$ cat src/rtl/lvds_frame_rx.sv
// rtl/lvds_frame_rx.sv - LVDS frame parser with hit FIFO and frame/error statistics
module lvds_frame_rx #(
    parameter int FIFO_DEPTH = 8,
    parameter int ERR_W      = 8
) (
    input  logic             clk3,
    input  logic             sys_reset,
    input  logic [23:0]      LVDS,
    output logic [11:0]      hit_addr,
    output logic [7:0]       hit_ts,
    output logic             hit_valid,
    input  logic             hit_ready,
    output logic             frame_done,
    output logic             frame_ok,
    output logic [15:0]      frame_num,
    output logic [15:0]      frame_cnt,
    output logic [3:0]       err_flags,
    output logic [ERR_W-1:0] err_cnt
);

    localparam int AW = $clog2(FIFO_DEPTH);
    localparam logic [AW:0] FULL_CNT = (AW + 1)'(FIFO_DEPTH);

    typedef enum logic {IDLE, IN_FRAME} state_t;

    state_t          state;
    logic [23:0]     lvds_q;
    logic [15:0]     fhits;
    logic            frame_bad;
    logic            seen_hdr;
    logic [19:0]     mem [FIFO_DEPTH];
    logic [AW-1:0]   wr_ptr;
    logic [AW-1:0]   rd_ptr;
    logic [AW:0]     count;

    logic            is_hdr, is_data, is_trl;
    logic [15:0]     next_num;
    logic            seq_err, cnt_err, orphan_err, ovf_err, any_err;
    logic            full, pop, push_req, push;
    logic            unused_bits;

    // Word decode and per-cycle error event detection on the registered word
    always_comb begin
        is_hdr     = (lvds_q[23:22] == 2'b10);
        is_data    = (lvds_q[23:22] == 2'b01);
        is_trl     = (lvds_q[23:22] == 2'b11);
        next_num   = frame_num + 16'd1;
        full       = (count == FULL_CNT);
        pop        = hit_valid & hit_ready;
        push_req   = (state == IN_FRAME) && is_data;
        // A full FIFO still accepts a push when the head leaves in the same cycle
        push       = push_req && (!full || pop);
        ovf_err    = push_req && !push;
        // The very first header after reset has no predecessor to compare against
        seq_err    = is_hdr && seen_hdr && (lvds_q[15:0] != next_num);
        cnt_err    = (state == IN_FRAME) && is_trl && (fhits != lvds_q[15:0]);
        orphan_err = ((state == IDLE) && (is_data || is_trl)) ||
                     ((state == IN_FRAME) && is_hdr);
        any_err    = seq_err | cnt_err | orphan_err | ovf_err;
    end

    assign unused_bits = ^lvds_q[21:20];

    // Show-ahead head; forced to zero when nothing is buffered
    assign hit_valid = (count != '0);
    assign hit_addr  = hit_valid ? mem[rd_ptr][11:0]  : 12'd0;
    assign hit_ts    = hit_valid ? mem[rd_ptr][19:12] : 8'd0;

    // Input register: every word is parsed one cycle after capture
    always_ff @(posedge clk3 or negedge sys_reset) begin
        if (!sys_reset) lvds_q <= 24'd0;
        else            lvds_q <= LVDS;
    end

    // FIFO storage; contents need no reset because the head is gated by hit_valid
    always_ff @(posedge clk3) begin
        if (push) mem[wr_ptr] <= lvds_q[19:0];
    end

    // FIFO pointers and occupancy
    always_ff @(posedge clk3 or negedge sys_reset) begin
        if (!sys_reset) begin
            wr_ptr <= '0;
            rd_ptr <= '0;
            count  <= '0;
        end else begin
            if (push) wr_ptr <= wr_ptr + 1'b1;
            if (pop)  rd_ptr <= rd_ptr + 1'b1;
            case ({push, pop})
                2'b10:   count <= count + 1'b1;
                2'b01:   count <= count - 1'b1;
                default: count <= count;
            endcase
        end
    end

    // Frame parser FSM with registered frame status outputs
    always_ff @(posedge clk3 or negedge sys_reset) begin
        if (!sys_reset) begin
            state      <= IDLE;
            fhits      <= 16'd0;
            frame_bad  <= 1'b0;
            seen_hdr   <= 1'b0;
            frame_num  <= 16'd0;
            frame_cnt  <= 16'd0;
            frame_done <= 1'b0;
            frame_ok   <= 1'b0;
        end else begin
            frame_done <= 1'b0;
            case (state)
                IDLE: begin
                    if (is_hdr) begin
                        state     <= IN_FRAME;
                        frame_num <= lvds_q[15:0];
                        seen_hdr  <= 1'b1;
                        fhits     <= 16'd0;
                        frame_bad <= seq_err;
                    end
                end
                IN_FRAME: begin
                    if (is_data) begin
                        if (push) fhits     <= fhits + 16'd1;
                        else      frame_bad <= 1'b1;
                    end else if (is_trl) begin
                        state      <= IDLE;
                        frame_done <= 1'b1;
                        frame_cnt  <= frame_cnt + 16'd1;
                        frame_ok   <= ~(frame_bad | cnt_err);
                    end else if (is_hdr) begin
                        // Missing trailer: close the old frame as bad and open the new one
                        frame_done <= 1'b1;
                        frame_cnt  <= frame_cnt + 16'd1;
                        frame_ok   <= 1'b0;
                        frame_num  <= lvds_q[15:0];
                        fhits      <= 16'd0;
                        frame_bad  <= seq_err;
                    end
                end
                default: state <= IDLE;
            endcase
        end
    end

    // Sticky error flags and saturating event counter (one count per cycle at most)
    always_ff @(posedge clk3 or negedge sys_reset) begin
        if (!sys_reset) begin
            err_flags <= 4'd0;
            err_cnt   <= '0;
        end else begin
            err_flags <= err_flags | {ovf_err, orphan_err, cnt_err, seq_err};
            if (any_err && (err_cnt != {ERR_W{1'b1}})) err_cnt <= err_cnt + 1'b1;
        end
    end

endmodule

$ cat config.mk
export PLATFORM = sky130hd
export DESIGN_NAME = lvds_frame_rx
export DESIGN_NICKNAME = d
export VERILOG_FILES = /design/src/rtl/lvds_frame_rx.sv
export SDC_FILE = /design/constraint.sdc
export NUM_CORES = 1
export LEC_CHECK = 0
export BUFFER_PORTS_ARGS = -buffer_cell sky130_fd_sc_hd__buf_2
export CORE_ASPECT_RATIO = 1.4
export CORE_MARGIN = 2
export CORE_UTILIZATION = 55
export DETAILED_ROUTE_END_ITERATION = 8
export GPL_TIMING_DRIVEN = 0
export HOLD_SLACK_MARGIN = 0.15
export PLACE_DENSITY = 0.74
export SYNTH_ARGS = -nofsm -noshare
export SYNTH_HDL_FRONTEND = slang
export SYNTH_SLANG_ARGS = --single-unit
$ cat constraint.sdc
create_clock -name clk3 -period 5.53 [get_ports clk3]
set_clock_uncertainty 0.05 [all_clocks]
set_input_delay 1.106 -clock clk3 [delete_from_list [all_inputs] [get_ports clk3]]
set_output_delay 1.106 -clock clk3 [all_outputs]
set_load 0.02 [all_outputs]
Yosys cells after proc, flatten, opt, wreduce, memory -nomap -nowiden
Memories as Yosys holds them, arrays and structs flattened.
Index checks and enable logic that the tools add are counted.

word-level totals
  memory bits (writable) = 160
  flip-flop bits (word level) = 99
  memories = 1
  input bits = 27
  logic and storage cells = 99
  output and inout bits = 67

memory list
  name  depth  bits a word  rd ports  clocked after Yosys merged registers in  wr ports  RTL line  source
  mem   8      20           1         0                                        1         31        logic [19:0] mem [FIFO_DEPTH];

cells by class
  equal/unequal tests = 14
  reductions and logical operators = 23
  multiplexer cells = 30
  bitwise gates (word level) = 9
  add/subtract/negate cells = 8

operator list
  operator                                        number
  2-to-1 mux 16 bit                               9
  case mux 16 bit (2 select lines)                2
  adder 16 x 1 -> 16 bit (second input constant)  3
  != test 16 bit                                  2
  2-to-1 mux 1 bit                                14
  2-to-1 mux 12 bit                               1
  logical AND 1 bit                               10
  adder 8 x 1 -> 8 bit (second input constant)    1
  2-to-1 mux 8 bit                                1
  != test 8 bit (second input constant)           1
  case mux 4 bit (2 select lines)                 1
  AND reduction 2 bit                             4
  adder 3 x 1 -> 3 bit (second input constant)    2
  == test 2 bit (second input constant)           3
  != test 3 bit (second input constant)           2
  adder 4 x 1 -> 4 bit (second input constant)    1
  == test 2 x 1 -> 1 bit (second input constant)  2
  == test 4 bit (second input constant)           1
  != test 2 bit (second input constant)           2
  bitwise OR 1 bit                                4
  bitwise OR 4 bit                                1
  case mux 1 bit (2 select lines)                 2
  nonzero test 2 bit                              2
  nonzero test 4 bit                              1
  other kinds (7)                                 12

Depth between registers and ports, before layout
Gate-level depths: netlist of run 1.

  word-level depth = 8
  mapped depth = 11
  mapped depth without buffers = 9

Worst setup path before layout of run 1
No wires, ideal clock.

  path type = in2reg
  start point = in hit_ready
  end point = mem mem[2][0], enable pin
  setup slack = 1287 ps
  path buffers = 1
  data required time = 5025 ps
  stages on the path = 4
  setup time = 455 ps
  data arrival time = 3738 ps
  cells stage by stage = nand3b_1 > nand2_1 > clkbuf_1 > nor4b_1

on the way
  longest elaborated chain between the ends = 5

ends and longest elaborated chain
  element                                 RTL line  source
  start, declared                         12        input logic hit_ready,
  bitwise AND 1 bit                       49        pop = hit_valid & hit_ready;
  logical OR 1 bit                        52        push = push_req && (!full || pop);
  logical AND 1 bit                       52
  2-to-1 mux 1 bit                        77        if (push) mem[wr_ptr] <= lvds_q[19:0];
  2-to-1 mux 1 bit (not written as such)  77
  end, declared                           31

No other way between the ends.

Final worst setup path of run 1
  start point = reg rd_ptr[0]
  end point = out hit_ts[1]

on the way
  longest elaborated chain between the ends = 2

ends and longest elaborated chain
  element                 RTL line  source
  start, declared         33        logic [AW-1:0] rd_ptr;
  start signal, assigned  88        if (pop) rd_ptr <= rd_ptr + 1'b1;
  memory (8 x 20 bit)     n/a
  2-to-1 mux 8 bit        67        assign hit_ts = hit_valid ? mem[rd_ptr][19:12] : 8'd0;
  end, declared           10        output logic [7:0] hit_ts,

No other way between the ends.

==> results of run 1 <==
## power by group through the flow
stage               Clock (mW)  Sequential (mW)  Combinational, mW
floorplan                    0             2.43               1.08
global placement             0             2.38               1.57
detailed placement           0             2.40               1.62
CTS                       1.71             2.37               1.63
global route              1.79             2.39               1.74
finish                    1.69             2.37               1.60
## kinds of logic (layout without fill, tap and decap cells)
| family | count (synthesis) | after routing | share of synthesized area |
|---|---|---|---|
| adder cells (fa/ha/maj) | 9 | 9 | 0.0111 |
| flip-flops | 257 | 257 | 0.669 |
| XOR/XNOR | 61 | 61 | 0.0495 |
| AND/OR/NAND/NOR | 224 | 224 | 0.101 |
| multiplexers | 66 | 66 | 0.108 |
| AO/OA/AOI/OAI | 72 | 72 | 0.0441 |
| buffers and inverters | 43 | 196 | 0.0168 |
## final cells by class
| class | count | area (µm²) |
|---|---|---|
| Buffer | 31 | 136 |
| Clock buffer | 29 | 661 |
| Clock inverter | 15 | 155 |
| Fill cell | 1383 | 6570 |
| Inverter | 12 | 45.0 |
| Multi-Input combinational cell | 432 | 3430 |
| Sequential cell | 257 | 7230 |
| Tap cell | 248 | 310 |
| Timing Repair Buffer | 109 | 684 |
## layer usage
metal | wire length [µm] | vias up | part of all wire
met5 | 0 | - | 0
met4 | 653 | 0 | 0.028
met3 | 1160 | 47 | 0.049
met2 | 12400 | 221 | 0.53
met1 | 9310 | 3334 | 0.40
li1 | - | 3005 | -
## cells in the mapped netlist (all sizes together) (2+ instances only)
| cell | count | area, µm² |
|---|---|---|
| nor3b | 2 | 15.0 |
| nor2 | 38 | 143 |
| ha | 8 | 100 |
| a211oi | 4 | 30.0 |
| clkbuf | 17 | 63.8 |
| edfxtp | 160 | 4800 |
| a221oi | 2 | 30.0 |
| nand3 | 16 | 80.1 |
| buf | 14 | 72.6 |
| xnor2 | 24 | 210 |
| a31oi | 6 | 37.5 |
| dfrtp | 97 | 2430 |
| nor3 | 8 | 45.0 |
| nand2 | 98 | 375 |
| inv | 11 | 41.3 |
| nand2b | 3 | 18.8 |
| o211ai | 4 | 35.0 |
| a21o | 4 | 30.0 |
| nand3b | 3 | 22.5 |
| mux2i | 25 | 250 |
| mux4 | 40 | 901 |
| and2 | 5 | 31.3 |
| o21ai | 27 | 135 |
| a21oi | 11 | 55.1 |
| o21a | 2 | 15.0 |
| o31ai | 3 | 22.5 |
| and3 | 12 | 75.1 |
| nor4 | 9 | 77.6 |
| nand4 | 19 | 119 |
| xor2 | 37 | 324 |
| and4 | 5 | 43.8 |
## worst min-delay path by stage
stage | cells after the start | endpoint | slack [ps]
floorplan | 1 | seen_hdr | 410
finish | 1 | err_flags[1] | 410
CTS | 1 | err_flags[0] | 420
detailed placement | 1 | err_flags[1] | 400
global placement | 1 | err_flags[1] | 390
global route | 1 | err_flags[0] | 440
## worst reg2reg max path: stages, from the launching register on
cell	delay, ps
dfrtp_1	320
clkbuf_1	280
nand2_1	140
nor2_1	430
nand2_1	160
clkbuf_1	320
nor4b_2	840
buf_6	240
buf_6	140
## flip-flops by register name, indices dropped and copies added (netlist names), named ones only
register and cells:
count 4, err_cnt 8, err_flags 4, fhits 16
frame_bad 1, frame_cnt 16, frame_done 1, frame_num 16
frame_ok 1, lvds_q 22, mem 160, rd_ptr 3
seen_hdr 1, wr_ptr 3
## stage by stage
step / util / total power [mW] / std cells
6_report: 0.658 / 5.66 / 1133
5_1_grt: 0.658 / 5.91 / 1133
4_1_cts: 0.658 / 5.71 / 1133
3_5_place_dp: 0.616 / 4.02 / 1089
3_3_place_gp: 0.602 / 3.95 / 1071
2_1_floorplan: - / 3.51 / 732
## placed cells by master, fill, tap and decap left out, types with 25 or more instances in the layout
cell type  count
o21ai_0       27
nor2_1        37
mux2i_1       25
edfxtp_1     160
clkbuf_16     25
mux4_2        40
buf_2         91
xor2_1        37
nand2_1       97
dfrtp_1       97
==> results.md, run 1 <==
- Mapped Nets: approximately 770
- Hold_sp: err_flags[1]
- Nets: between 900 and 1000
- Routed via count: 6607
- Top Usage Layer GRT: met2
- Netlist cell types: 57
- Grt total ovfl: 0
- Drt pass-1 iters: 5
- Largest delay contributor family on the critical path: buffers and inverters
- Required @ worst endpoint: 4370 ps
- Cell Area, Placed: 11800 µm²
- Worst r2r dst: mem[2][1]
- Switching Fraction: 0.316
- Crit-path max cell delay: 750 ps
- WL/cell: 20.7 µm
- Crit path DAT: 2970 ps
- Vias per cell: 5.83
- Worst setup startpoint: rd_ptr[0]
- Worst hold path type: flop to flop
- Sw Pwr: 1.79 mW
- Setup crit start kind: flop
- Worst Setup End Kind: output port
- WHS: 412 ps
- CTS buffer count: 24
- Final Hold Fails: 0
- Port Buf Inserts: 91
- # Max-Cap Violations: 0
- Post-CTS setup buffer count: 0
- Place WS: approximately 1800 ps
- Flop and latch count out of synthesis: 257
- Pin slew with the least headroom to its limit: approximately 940 ps
- F_max: 242 MHz
- Avg Inst Size Synth: approximately 15 µm²
- Core ar.: about 19000 µm²
- Rel. slew slack: 0.371
- RSZ-0062 raised after global routing: no
- Power density over the cells: about 450 nW/µm²
- Cell area after synthesis: 10800 µm²
- Min Tclk post-route: 4120 ps
- Slowest CP cell: buf_1
- Synth warn: 0
- Setup_tns: 0 ps
- Period Utilization, post-route: 0.746
- Post-cts gate resize count: 0
- Comb pwr share: 0.283
- Flop-to-flop setup slack: 2320 ps
- Initial antenna violation count: 0
- M2 GR Usage: 0.407
- Final HPWL DP: ~16000 µm
- Reg clk slew, reported paths: 60 ps
- Post-synth EDFFs: 160
- Seq pwr share: 0.418
- Diode count: 0
- Status: complete, no violations
- WP depth: 6
- Starting Density: 0.562
- FF-to-FF path depth: 8
- H-tree depth: 1
- Largest net degree at the start of global routing: 51
- Total GRT Usage: 0.233
- Async S/R FF share, synth: 0.377
- # IOs: 94
- Int Power: a little under 4 mW
- Post-Route WL: 23500 µm
- Post-route ant nets: 0
- Clock sink count: 257
- Crit-path cells: clkbuf_1, buf_1, mux4_2, mux2i_1, nor2_1, buf_2
- Share of cells above drive strength 1: 0.241
- Cts hold-fix bufs: 0
- DRT iter0 DRCs: 621
- Met1 global-route usage: 0.306
- GR Util met3: 0.0271
- Top_reg_cell synth: edfxtp_1
- Final setup fails: 0
- Slew Limit Fails: 0
- Clock Latency Late Sink: around 520 ps
- CTS Buffer Depth: 3
- Critical Path Fanout Max: 10
- Clock power frac: 0.299
- TritonCTS clock tree: yes
- Fin area: 12700 µm²
- DR DRC count: 0
- Worst path bufs/invs: 3
- Die Ht: 170 µm
- Leakage Power: 4.96 nW
- Worst setup endpoint: hit_ts[1]
- Setup WS post-layout: ~1400 ps
- Cells after synthesis: 732
- Vias in the first global route: 6722
- DIE AREA: 20800 µm²
- Gpl congestion: 0.874
- Clock root cell: clkbuf_16
- First-pass GRT wire length: 37000 µm
- VDD IR max: 0.312 mV
- Row count: 60
- Area Growth Syn to Fin: 17.1%
- Die width: 122 µm
- Seq/Total Area, Yosys: 0.669
- Critical path class: flop to output port
No activity file was read; power rests on OpenSTA's default activity.
==> run 2, diff against run 1 <==
Clock period 5.53 ns to 3.85 ns, I/O delays scaled along.
==> results.md, run 2 (same netlist as run 1, synthesis figures left out) <==
- Critical Path Fanout Max: 10
- Seq pwr share: 0.415
- Drt pass-1 iters: 5
- Critical path class: flop to output port
- Nets: 899
- RSZ-0062 raised after global routing: no
- Clock Latency Late Sink: 520 ps
- Slew Limit Fails: 0
- Post-CTS setup buffer count: 0
- First-pass GRT wire length: 37000 µm
- # Max-Cap Violations: 0
- Rel. slew slack: 0.219
- Final setup fails: 0
- H-tree depth: 1
- VDD IR max: 0.410 mV
- Diode count: 0
- Clock power frac: 0.304
- Biggest regs: mem: 160 flops, lvds_q: 22 flops
- Status: complete, no violations
- Die width: roughly 120 µm
- Gpl congestion: 0.895
- Crit path DAT: 2570 ps
- Leakage Power: 4.96 nW
- DR DRC count: 0
- Vias per cell: 5.92
- Required @ worst endpoint: 3030 ps
- Initial antenna violation count: 0
- Port Buf Inserts: 91
- Final Hold Fails: 0
- Flop-to-flop setup slack: between 500 and 600 ps
- TritonCTS clock tree: yes
- Fin area: 12600 µm²
- Max reg flops: 160
- Die Ht: 170 µm
- Fillers: 1393
- Sw Pwr: about 2.6 mW
- Largest net degree at the start of global routing: 59
- Post-Place Cells: 1086
- Core ar.: between 15000 and 20000 µm²
- Starting Density: 0.562
- DRT iter0 DRCs: between 500 and 600
- Fin cells: 1128
- Worst hold path type: primary input to asynchronous set/reset pin
- CTS Buffer Depth: 3
- Switching Fraction: 0.312
- Setup WS post-layout: 459 ps
- Grt total ovfl: 0
- Worst Setup End Kind: output port
- Clock sink count: 257
- Final HPWL DP: 16100 µm
- DIE AREA: 20800 µm²
- Min Tclk post-route: roughly 3400 ps
- Setup crit start kind: flop
- Post-route ant nets: 0
- Post-Route WL: 23500 µm
- Pin slew with the least headroom to its limit: between 1000 and 1500 ps
- CTS buffer count: 23
- Most common cell after layout, fill and taps aside: edfxtp_1
- Multi-input gate area: 3440 µm²
- Place WS: 436 ps
- Top reg by flops: mem
- Reg clk slew, reported paths: 70 ps
- Tot Pwr: ~8.2 mW
- FF+latch area: roughly 7200 µm²
- WL/cell: 20.8 µm
- Power density over the cells: approximately 650 nW/µm²
- Row count: 60
- # IOs: between 90 and 100
- Total GRT Usage: 0.235
- Cell Area, Placed: roughly 12000 µm²
- Share of cells above drive strength 1: 0.243
- F_max: just under 300 MHz
- Routed via count: 6681
- Clock root cell: clkbuf_16
- Int Power: 5.64 mW
- Cts hold-fix bufs: 0
- Comb pwr share: 0.281
- Vias in the first global route: 6796
- Period Utilization, post-route: 0.881
- Most frequent cells in the layout: edfxtp_1, nand2_1, dfrtp_1
- Area Growth Syn to Fin: 17.1%
- Setup_tns: 0 ps
[run 2: final cells by class]
class                           count  share of cell area
Sequential cell                   257               0.572
Multi-Input combinational cell    432               0.272
Timing Repair Buffer              106              0.0509
Clock buffer                       27              0.0491
Tap cell                          248              0.0245
Clock inverter                     15              0.0171
Buffer                             31              0.0112
Inverter                           12             0.00356
[run 2: path summary, 6_finish.rpt]
check,start,endpoint,cells past startpoint
min in group clk3,LVDS[4],lvds_q[4],1
worst max register to register,flop,mem[0][15],7
worst min-delay path,sys_reset,frame_cnt[8],1
worst min register to register,err_flags[3],err_flags[3],1
worst max-delay path,rd_ptr[0],hit_ts[1],6
max in group asynchronous,sys_reset,lvds_q[16],2
[run 2: metal layers]
metal / vias up / global-route usage / routed length (µm)
met5: - / 0 / 0
met4: 0 / 0.0730 / 660
met3: 50 / 0.0342 / 1340
met2: 242 / 0.413 / 12500
met1: 3388 / 0.303 / 9040
li1: 3001 / - / -
[run 2: what timing repair did]
item                                    in CTS  in global routing
gates resized for setup                      0                  9
endpoints found under the setup margin       0                 20
hold endpoints to repair                     0                  0
[run 2: worst max-delay path, cell delays in order (launching register included)]
cell and delay, ps:
dfrtp_1 350, clkbuf_1 250, clkbuf_2 450, mux4_2 570, mux2i_1 150, nor2_1 80
buf_2 200
[run 2: stage by stage]
step,hold WS (ps),util
after floorplan,413,-
after global placement,389,0.602
after detailed placement,399,0.614
after CTS,192,0.658
after global routing,223,0.658
final,171,0.658
[run 2: power groups by stage]
| stage | registers [mW] | logic, mW | clock network (mW) |
|---|---|---|---|
| floorplan | 3.50 | 1.55 | 0 |
| global placement | 3.42 | 2.26 | 0 |
| detailed placement | 3.45 | 2.33 | 0 |
| CTS | 3.40 | 2.34 | 2.53 |
| global route | 3.43 | 2.51 | 2.63 |
| finish | 3.40 | 2.30 | 2.49 |
